## config.mk

```make
export PLATFORM = sky130hd
export DESIGN_NAME = arbitro_rr
export DESIGN_NICKNAME = d
export VERILOG_FILES = /design/src/rtl/arbitro_rr.sv
export SDC_FILE = /design/constraint.sdc
export NUM_CORES = 1
export LEC_CHECK = 0
export BUFFER_PORTS_ARGS = -buffer_cell sky130_fd_sc_hd__buf_4
export CORE_UTILIZATION = 34
export DETAILED_ROUTE_END_ITERATION = 8
export HOLD_SLACK_MARGIN = 0.12
export PLACE_DENSITY = 0.64
export SETUP_SLACK_MARGIN = 0.05
export SLEW_MARGIN = 5
export SYNTH_ARGS = -nofsm -noshare
export SYNTH_HDL_FRONTEND = slang
export SYNTH_SLANG_ARGS = --single-unit
```

## constraint.sdc

```tcl
create_clock -name clk -period 6 [get_ports clk]
set_clock_uncertainty 0.05 [all_clocks]
set_input_delay 0.6 -clock clk [delete_from_list [all_inputs] [get_ports clk]]
set_output_delay 0.6 -clock clk [all_outputs]
set_load 0.05 [all_outputs]
```

## src/rtl/arbitro_rr.sv

```systemverilog
// arbitro_rr: round-robin arbiter/router between four input FIFOs and four
// output FIFOs. Pops one word from a granted non-empty input FIFO, captures it
// one cycle later, then pushes it to the output FIFO selected by word[MSB:MSB-1].
//
// Ports:
//   clk, reset_L        single clock, synchronous active-low reset
//   fifo_empty_in[3:0]  empty flags of input FIFOs 0..3
//   data_in0..3         read data of input FIFOs 0..3 (valid the cycle after pop)
//   pausa_in[3:0]       back-pressure flags of output FIFOs (checked at grant only)
//   fifo_full_in[3:0]   full flags of output FIFOs (checked in PUSH)
//   pop_out[3:0]        one-hot pop to input FIFOs (registered)
//   push_out[3:0]       one-hot push to output FIFOs (registered)
//   data_out            word presented with push_out, holds last pushed word
//   error_o             sticky push-while-full flag
//   cnt_out[7:0]        number of pushes, wraps modulo 256
module arbitro_rr #(
  parameter int unsigned DATA_WIDTH = 6
) (
  input  logic                  clk,
  input  logic                  reset_L,
  input  logic [3:0]            fifo_empty_in,
  input  logic [DATA_WIDTH-1:0] data_in0,
  input  logic [DATA_WIDTH-1:0] data_in1,
  input  logic [DATA_WIDTH-1:0] data_in2,
  input  logic [DATA_WIDTH-1:0] data_in3,
  input  logic [3:0]            pausa_in,
  input  logic [3:0]            fifo_full_in,
  output logic [3:0]            pop_out,
  output logic [3:0]            push_out,
  output logic [DATA_WIDTH-1:0] data_out,
  output logic                  error_o,
  output logic [7:0]            cnt_out
);

  localparam int unsigned NUM_PORTS = 4;
  localparam int unsigned PTR_W     = 2;
  localparam int unsigned CNT_W     = 8;

  localparam logic [1:0] ST_IDLE = 2'd0;
  localparam logic [1:0] ST_POP  = 2'd1;
  localparam logic [1:0] ST_CAPT = 2'd2;
  localparam logic [1:0] ST_PUSH = 2'd3;

  logic [1:0]            state_q,  state_d;
  logic [PTR_W-1:0]      rr_ptr_q, rr_ptr_d;
  logic [NUM_PORTS-1:0]  pop_q,    pop_d;
  logic [NUM_PORTS-1:0]  push_q,   push_d;
  logic [DATA_WIDTH-1:0] data_q,   data_d;
  logic                  error_q,  error_d;
  logic [CNT_W-1:0]      cnt_q,    cnt_d;

  logic                  grant_ok_c;
  logic [PTR_W-1:0]      gnt_idx_c;
  logic [PTR_W-1:0]      cand_c;
  logic [DATA_WIDTH-1:0] capt_word_c;

  function automatic logic [NUM_PORTS-1:0] onehot(input logic [PTR_W-1:0] idx);
    onehot      = '0;
    onehot[idx] = 1'b1;
  endfunction

  // Grant allowed only with no back-pressure and at least one non-empty source
  assign grant_ok_c = (pausa_in == 4'b0000) && (fifo_empty_in != 4'b1111);

  // First non-empty FIFO scanning from rr_ptr+1 upward, wrapping modulo 4
  always_comb begin : grant_sel
    gnt_idx_c = rr_ptr_q;
    cand_c    = rr_ptr_q;
    for (int k = NUM_PORTS; k >= 1; k--) begin
      cand_c = rr_ptr_q + PTR_W'(k);
      if (!fifo_empty_in[cand_c]) begin
        gnt_idx_c = cand_c;
      end
    end
  end

  // rr_ptr still holds the granted index while in CAPT
  always_comb begin : capt_mux
    case (rr_ptr_q)
      2'd0:    capt_word_c = data_in0;
      2'd1:    capt_word_c = data_in1;
      2'd2:    capt_word_c = data_in2;
      default: capt_word_c = data_in3;
    endcase
  end

  // Next-state and registered-output logic
  always_comb begin : fsm_next
    state_d  = state_q;
    rr_ptr_d = rr_ptr_q;
    pop_d    = '0;
    push_d   = '0;
    data_d   = data_q;
    error_d  = error_q;
    cnt_d    = cnt_q;

    case (state_q)
      ST_IDLE: begin
        if (grant_ok_c) begin
          state_d  = ST_POP;
          pop_d    = onehot(gnt_idx_c);
          rr_ptr_d = gnt_idx_c;
        end
      end
      ST_POP: begin
        state_d = ST_CAPT;
      end
      ST_CAPT: begin
        state_d = ST_PUSH;
        data_d  = capt_word_c;
        push_d  = onehot(capt_word_c[DATA_WIDTH-1 -: PTR_W]);
      end
      ST_PUSH: begin
        cnt_d = cnt_q + CNT_W'(1);
        if (fifo_full_in[data_q[DATA_WIDTH-1 -: PTR_W]]) begin
          error_d = 1'b1;
        end
        // Re-arbitrate in the push cycle so back-to-back transfers take 3 cycles
        if (grant_ok_c) begin
          state_d  = ST_POP;
          pop_d    = onehot(gnt_idx_c);
          rr_ptr_d = gnt_idx_c;
        end else begin
          state_d = ST_IDLE;
        end
      end
      default: begin
        state_d = ST_IDLE;
      end
    endcase
  end

  // State and output registers
  always_ff @(posedge clk) begin : regs
    if (!reset_L) begin
      state_q  <= ST_IDLE;
      rr_ptr_q <= PTR_W'(3);
      pop_q    <= '0;
      push_q   <= '0;
      data_q   <= '0;
      error_q  <= 1'b0;
      cnt_q    <= '0;
    end else begin
      state_q  <= state_d;
      rr_ptr_q <= rr_ptr_d;
      pop_q    <= pop_d;
      push_q   <= push_d;
      data_q   <= data_d;
      error_q  <= error_d;
      cnt_q    <= cnt_d;
    end
  end

  assign pop_out  = pop_q;
  assign push_out = push_q;
  assign data_out = data_q;
  assign error_o  = error_q;
  assign cnt_out  = cnt_q;

endmodule

```

==> results.cfg, run 1 <==
[status]
outcome = finished, final reports clean

[synthesis]
synth_top_flop_cell = dfxtp_1
synthTopCellsByArea = dfxtp_1, mux2i_1, ha_1
synth_edf_count = 0
ys_top_cells_by_count = dfxtp_1, mux2i_1, nand2_1, nor2b_1, ha_1
async_flop_share_pct = 0
syn_area_um2 = 1520
yosysMostFrequentCell = dfxtp_1
synth_top_area_share_pct = 35.6
syn_area_per_cell_um2 = 9.50
syn_nets = 207
synth-seq-cells = 27
yosys.area.top_type = dfxtp_1
ys_warn_count = 0
synth_cell_type_count = 45
ys_seq_area_share_pct = 35.6
synthCells = 160

[final_layout]
utilization_pct = 49.5
syn_to_final_growth_pct = 34.8
final_cells = 267
layout-drive-gt1-share_pct = 33.6
final_cell_area_um2 = 2050
n_antenna_cell = 0
nets = 265

[die]
rows = 23
die_area_um2 = 4740
die_w_um = 68.9
start_util_pct = 36.7
ios = 61
core-area_um2 = 4140
die_h_um = 68.9

[drt]
drcViolationCount = 0
totalWireLength_mm = 3.36
wire_per_inst_um = 12.6
antenna_left = 0
vias = 1332
first_iter_violations = 65
post_drt_via_cell_ratio = 4.99
dr.pass1.iters = 4

[setup_path]
cp-endpoint = pop_out[2]
r2r_cells = 6
r2r-start = rr_ptr_q[0]
crit_path_max_fanout = 10
end_kind = register
regToRegEndpoint = pop_out[2]
crit_required_ns = 6.14
crit_arrival_ns = 2.35
critical_path.startpoint = rr_ptr_q[0]
critPathKind = reg2reg
ff2ff_setup_slack_ns = 3.78
worst_setup_path_start_kind = register

[clock_tree]
postCtsSetupBuffers = 0
cts_root_buf = clkbuf_8
numCtsBuffers = 3
ctsHoldBuffers = 0
post_cts_resized = 0
h-tree-depth = 1
cts_buffer_depth = 2
cts_tree = yes
clk_latency_ns = 0.26
cts_sinks = 27
path_clk_slew_ns = 0.08

[global_route]
grt_overflow_total = 0
grt_pass1_wl_mm = 4.96
first_global_vias = 1135
antenna_found_initial = 0
grtUsageTotal_pct = 14.2
grt_max_degree = 24

[placement]
place_inst = 263
gp_congestion = 0.745
dp_slack_ns = 3.79
dp.final_hpwl_mm = 2.50
numPortBuffers = 60
place_area_um2 = 2000

[power]
p_leak_nw = 0.903
ir_drop_uv = 102
power_density_nw_per_um2 = 209

[job]
drv_cap = 0

[sta]
slew_viol_final = 0
setup_tns_ns = 0
finalSetupViolCount = 0
setup_slack_ns = 3.78
worst-slew-pin-transition_ns = 0.415
finalHoldViolations = 0
relSlewSlack_pct = 72.3
rsz0062_at_grt = no
post-route-period-util_pct = 36.9
fin_crit_ns = 2.22
timing.fmax_ghz = 0.451

[hold_path]
hold_path_depth = 2
hp-class = reg2reg
[cell families after synthesis]
kind of cell	Yosys count	synth area share, %
AOI/OAI and AO/OA	31	15.4
xor gates and xnor gates	5	2.88
adders and majority gates	9	7.41
buffers and inverters	14	3.62
DFF	27	35.6
muxes	17	13.1
and+or+nand+nor	57	22.1
[cell usage in the layout (no fill, tap or decap), types with 2 or more instances in the layout]
| cell type | Yosys | final |
|---|---|---|
| o21a_1 | 3 | 3 |
| mux2i_1 | 12 | 12 |
| xnor2_1 | 4 | 4 |
| nor3_1 | 2 | 2 |
| nor2b_1 | 10 | 10 |
| and2_1 | 6 | 6 |
| o21ai_1 | 3 | 3 |
| nand4_1 | 3 | 3 |
| o21ai_0 | 8 | 8 |
| a222oi_1 | 6 | 6 |
| clkbuf_8 | 0 | 3 |
| nand3_1 | 6 | 6 |
| ha_1 | 9 | 9 |
| buf_4 | 0 | 60 |
| and3_1 | 2 | 2 |
| a21boi_1 | 2 | 2 |
| nand2_1 | 11 | 11 |
| mux2_1 | 2 | 2 |
| dfxtp_1 | 27 | 27 |
| a21oi_1 | 2 | 2 |
| nor2_1 | 5 | 5 |
| inv_1 | 6 | 6 |
| or3_1 | 2 | 2 |
[sequential cells by signal, indices dropped and copies added, names as in the netlist]
signal and flops:
cnt_out 8, data_out 6, pop_out 4, push_out 4, rr_ptr_q 2, state_q 2, error_o 1
[area by class of cell]
class / instances / area (µm²)
inverters: 7 / 26.3
clock buffers: 4 / 45.0
flip-flops and latches: 27 / 541
repair buffers: 60 / 450
fillers: 407 / 2090
well taps: 50 / 62.6
multi-input cells: 119 / 925
[report_power, final]
part | total, W | switching [W] | internal (W)
registers | 0.000198 | 0.00000915 | 0.000189
clock network | 0.0000997 | 0.0000522 | 0.0000475
logic | 0.000130 | 0.0000689 | 0.0000610
[worst min path at each step]
| stage | end | from |
|---|---|---|
| 3_3_place_gp | error_o | error_o |
| 2_1_floorplan | state_q[1] | state_q[1] |
| 3_5_place_dp | cnt_out[7] | cnt_out[7] |
| 5_1_grt | error_o | error_o |
| 6_report | cnt_out[7] | cnt_out[7] |
| 4_1_cts | cnt_out[7] | cnt_out[7] |
[critical path, stage by stage (launching register included)]
cell     delay [ns]
dfxtp_1        0.57
inv_2          0.14
ha_1           0.40
or2_2          0.30
a32o_1         0.28
mux2i_4        0.18
nor4b_2        0.21
[through the flow]
| step | total power, W | hold slack [ns] |
|---|---|---|
| after global placement | 0.000331 | 0.421 |
| after CTS | 0.000433 | 0.442 |
| after floorplan | 0.000290 | 0.478 |
| final | 0.000427 | 0.439 |
| after global routing | 0.000455 | 0.475 |
| after detailed placement | 0.000331 | 0.428 |
[routing by layer]
metal | global-route usage (%) | vias to the layer above | part of all wire [%]
met1 | 18.1 | 596 | 47
met4 | 6.12 | 0 | 1.3
met2 | 22.7 | 39 | 45
li1 | - | 695 | -
met3 | 3.13 | 2 | 6.3
met5 | 0 | - | 0
Power figures use the tool's default switching activity.
==> run 2: changes to the inputs <==
==> constraint.sdc (replaced) <==
create_clock -name clk -period 2.2 [get_ports clk]
set_clock_uncertainty 0.05 [all_clocks]
set_input_delay 0.22 -clock clk [delete_from_list [all_inputs] [get_ports clk]]
set_output_delay 0.22 -clock clk [all_outputs]
set_load 0.05 [all_outputs]
==> results.cfg, run 2 (synthesis results as in run 1) <==
[global_route]
antenna_found_initial = 0
grt_pass1_wl_mm = 5.07
first_global_vias = 1190
grtUsageTotal_pct = 14.3
grt_max_degree = 24
grt_overflow_total = 0

[setup_path]
crit_path_max_fanout = 7
crit_arrival_ns = 2.06
crit_required_ns = 2.33
critPathKind = reg2reg
r2r_cells = 6
worst_setup_path_start_kind = register
end_kind = register

[sta]
rsz0062_at_grt = no
slew_viol_final = 0
setup_tns_ns = 0
finalHoldViolations = 0
timing.fmax_ghz = 0.517
relSlewSlack_pct = 72.3
post-route-period-util_pct = 87.8
fin_crit_ns = 1.93
setup_slack_ns = 0.268
finalSetupViolCount = 0
worst-slew-pin-transition_ns = 0.416

[hold_path]
hold_path_depth = 2
hp-class = in2reg

[drt]
dr.pass1.iters = 5
post_drt_via_cell_ratio = 4.98
first_iter_violations = 104
antenna_left = 0
vias = 1344
drcViolationCount = 0
totalWireLength_mm = 3.42
wire_per_inst_um = 12.7

[placement]
numPortBuffers = 60
dp_slack_ns = 0.300
place_area_um2 = 2030
gp_congestion = 0.770
dp.final_hpwl_mm = 2.63

[final_layout]
final_cell_area_um2 = 2070
final_common_cell = buf_4
n_antenna_cell = 0
syn_to_final_growth_pct = 36.3
nets = 268
layout_common_cells = buf_4, dfxtp_1, mux2i_1, nand2_1, nor2b_1
layout-drive-gt1-share_pct = 34.5
largest_reg_flops = 8

[die]
rows = 23
core-area_um2 = 4140
die_h_um = 68.9
die_w_um = 68.9
start_util_pct = 36.7
die_area_um2 = 4740
ios = 61

[job]
drv_cap = 0

[clock_tree]
cts_root_buf = clkbuf_8
path_clk_slew_ns = 0.08
clk_latency_ns = 0.26
ctsHoldBuffers = 0
numCtsBuffers = 3
h-tree-depth = 1
cts_buffer_depth = 2
cts_tree = yes
post_cts_resized = 0
postCtsSetupBuffers = 0
cts_sinks = 27

[power]
power_density_nw_per_um2 = 561
p_leak_nw = 0.916
ir_drop_uv = 317

[status]
outcome = finished, final reports clean
-- run 2: cell types whose count changed in the layout (fill, tap and decap cells not counted), sizes merged --
cell	previous run	this run
buf	60	63
-- run 2: worst paths after layout --
path,to,start,slack [ns]
min,rr_ptr_q[0],reset_L,0.21
max,pop_out[2],rr_ptr_q[0],0.27
min reg2reg,cnt_out[7],cnt_out[7],0.43
max reg2reg,pop_out[2],rr_ptr_q[0],0.27
-- run 2: cell type report --
type	instances	area, µm²
timing repair buffer	63	473
clock buffer	4	45.0
fill	411	2070
inverter	7	26.3
tap	50	62.6
sequential	27	541
multi-input combinational	119	925
-- run 2: per-layer routing --
metal | global-route usage [%] | vias up | share of wire [%]
met5 | 0 | - | 0
met4 | 3.83 | 0 | 0.79
met3 | 3.62 | 2 | 6.9
met2 | 24.5 | 43 | 47
met1 | 17.6 | 599 | 45
li1 | - | 700 | -
-- run 2: worst max-delay path, cell delays in order, from the launching register on --
cell,delay [ns]
dfxtp_1,0.35
inv_2,0.08
ha_1,0.38
or2_2,0.30
a32o_1,0.29
mux2i_4,0.19
nor4b_2,0.22
-- run 2: metrics by stage --
| step | std cells | util [%] | hold slack, ns | total power (W) |
|---|---|---|---|---|
| 6_report | 270 | 50.0 | 0.207 | 0.00116 |
| 5_1_grt | 270 | 50.0 | 0.217 | 0.00124 |
| 4_1_cts | 270 | 50.0 | 0.198 | 0.00118 |
| 3_5_place_dp | 266 | 48.9 | 0.426 | 0.000909 |
| 3_3_place_gp | 266 | 48.9 | 0.421 | 0.000904 |
| 2_1_floorplan | 160 | - | 0.321 | 0.000791 |
-- run 2: where the power goes --
part           internal [W]  total, W  switching [W]
clock network      0.000129  0.000267       0.000138
registers          0.000515  0.000534      0.0000195
logic              0.000169  0.000360       0.000191
==> run 3: changes to the inputs <==
--- a/config.mk
+++ b/config.mk
@@ -10,6 +10,7 @@
 export DETAILED_ROUTE_END_ITERATION = 8
 export HOLD_SLACK_MARGIN = 0.12
 export PLACE_DENSITY = 0.64
+export REMOVE_ABC_BUFFERS = 1
 export SETUP_SLACK_MARGIN = 0.05
 export SLEW_MARGIN = 5
 export SYNTH_ARGS = -nofsm -noshare
==> results.cfg, run 3 (synthesis results as in run 1) <==
[status]
outcome = finished, final reports clean

[power]
p_int_w = 0.000813
power.share.clock_pct = 23.3
p_leak_nw = 0.916
switching_power_w = 0.000354
p_sw_share_pct = 30.3
p_comb_share_pct = 31.1
power_density_nw_per_um2 = 564
ir_drop_uv = 293
sequentialPowerShare_pct = 45.6

[drt]
post_drt_via_cell_ratio = 5.13
wl_met2_mm = 1.67
vias = 1385
drt-met1-wl_mm = 1.55
wire_per_inst_um = 12.7
dr.pass1.iters = 4
drcViolationCount = 0
totalWireLength_mm = 3.43
highest_layer = met4
antenna_left = 0
wl_met3_um = 170
first_iter_violations = 57

[setup_path]
r2r-start = rr_ptr_q[0]
ff2ff_setup_slack_ns = 0.27
worst_setup_path_start_kind = register
crit_required_ns = 2.33
crit_arrival_ns = 2.07
critPathKind = reg2reg
crit_path_max_fanout = 7
r2r_cells = 6
end_kind = register
regToRegEndpoint = pop_out[2]

[die]
die_w_um = 68.9
start_util_pct = 36.7
ios = 61
core-area_um2 = 4140
die_h_um = 68.9
rows = 23
die_area_um2 = 4740

[clock_tree]
cts_tree = yes
cts_sinks = 27
cts_buffer_depth = 2
numCtsBuffers = 3
postCtsSetupBuffers = 0
clk_latency_ns = 0.26
h-tree-depth = 1
cts_root_buf = clkbuf_8
ctsHoldBuffers = 0
post_cts_resized = 0
path_clk_slew_ns = 0.09

[hold_path]
min_from = reset_L
hold_path_depth = 2
whs_endpoint = rr_ptr_q[1]
hp-class = in2reg

[final_layout]
syn_to_final_growth_pct = 36.3
layout-drive-gt1-share_pct = 34.5
nets = 268
final_common_cell = buf_4
largest_reg_flops = 8
layout_common_cells = buf_4, dfxtp_1, mux2i_1, nand2_1, nor2b_1
n_antenna_cell = 0

[sta]
finalSetupViolCount = 0
slew_viol_final = 0
fin_crit_ns = 1.93
timing.fmax_ghz = 0.517
rsz0062_at_grt = no
fin_hold_ws_ns = 0.208
finalHoldViolations = 0
post-route-period-util_pct = 87.9
setup_tns_ns = 0
worst-slew-pin-transition_ns = 0.456
relSlewSlack_pct = 69.6

[placement]
numPortBuffers = 60
dp.final_hpwl_mm = 2.63
gp_congestion = 0.910

[global_route]
grt_overflow_total = 0
first_global_vias = 1206
grt_pass1_wl_mm = 5.11
grtUsageTotal_pct = 14.0
antenna_found_initial = 0
grt_max_degree = 24

[job]
drv_cap = 0
## run 3: cell counts in the layout (fill, tap and decap cells not counted)
No cell type changed its count.
## run 3: worst max-delay path, stage by stage, from the launching register on
cell and delay, ns:
dfxtp_1 0.35, inv_2 0.08, ha_1 0.38, or2_2 0.31
a32o_1 0.29, mux2i_4 0.19, nor4b_2 0.21
## run 3: metrics by stage
stage / std cells / utilization [%] / area, µm² / setup slack [ns] / power, W
CTS: 270 / 50.0 / 2070 / 0.267 / 0.00118
global route: 270 / 50.0 / 2070 / 0.187 / 0.00124
finish: 270 / 50.0 / 2070 / 0.265 / 0.00117
floorplan: 153 / - / 1490 / 0.173 / 0.000786
detailed placement: 266 / 48.9 / 2030 / 0.291 / 0.000908
global placement: 266 / 48.9 / 2030 / 0.327 / 0.000908
## run 3: power groups by stage
stage | combinational, W | sequential, W | clock [W]
after global routing | 0.000399 | 0.000536 | 0.000299
after CTS | 0.000366 | 0.000533 | 0.000283
after detailed placement | 0.000363 | 0.000545 | 0
final | 0.000363 | 0.000533 | 0.000272
after floorplan | 0.000200 | 0.000587 | 0
after global placement | 0.000364 | 0.000544 | 0
## run 3: final cells by class
cell class,count,area (µm²)
clock buffers,4,45.0
repair buffers,63,473
well taps,50,62.6
fillers,400,2070
multi-input cells,119,925
inverters,7,26.3
flip-flops and latches,27,541
## run 3: worst max-delay path by stage
stage,from,endpoint,slack [ns],depth (start not counted)
floorplan,rr_ptr_q[0],pop_out[2],0.17,6
global placement,rr_ptr_q[0],pop_out[2],0.33,6
detailed placement,rr_ptr_q[0],pop_out[2],0.29,6
CTS,rr_ptr_q[0],pop_out[2],0.27,6
global route,rr_ptr_q[0],pop_out[2],0.19,6
finish,rr_ptr_q[0],pop_out[2],0.27,6
## run 3: metal layers
metal  up-vias  track usage [%]
met4         0             5.36
met3         5             1.48
met1       645             17.9
met2        35             24.0
met5         -                0
li1        700                -
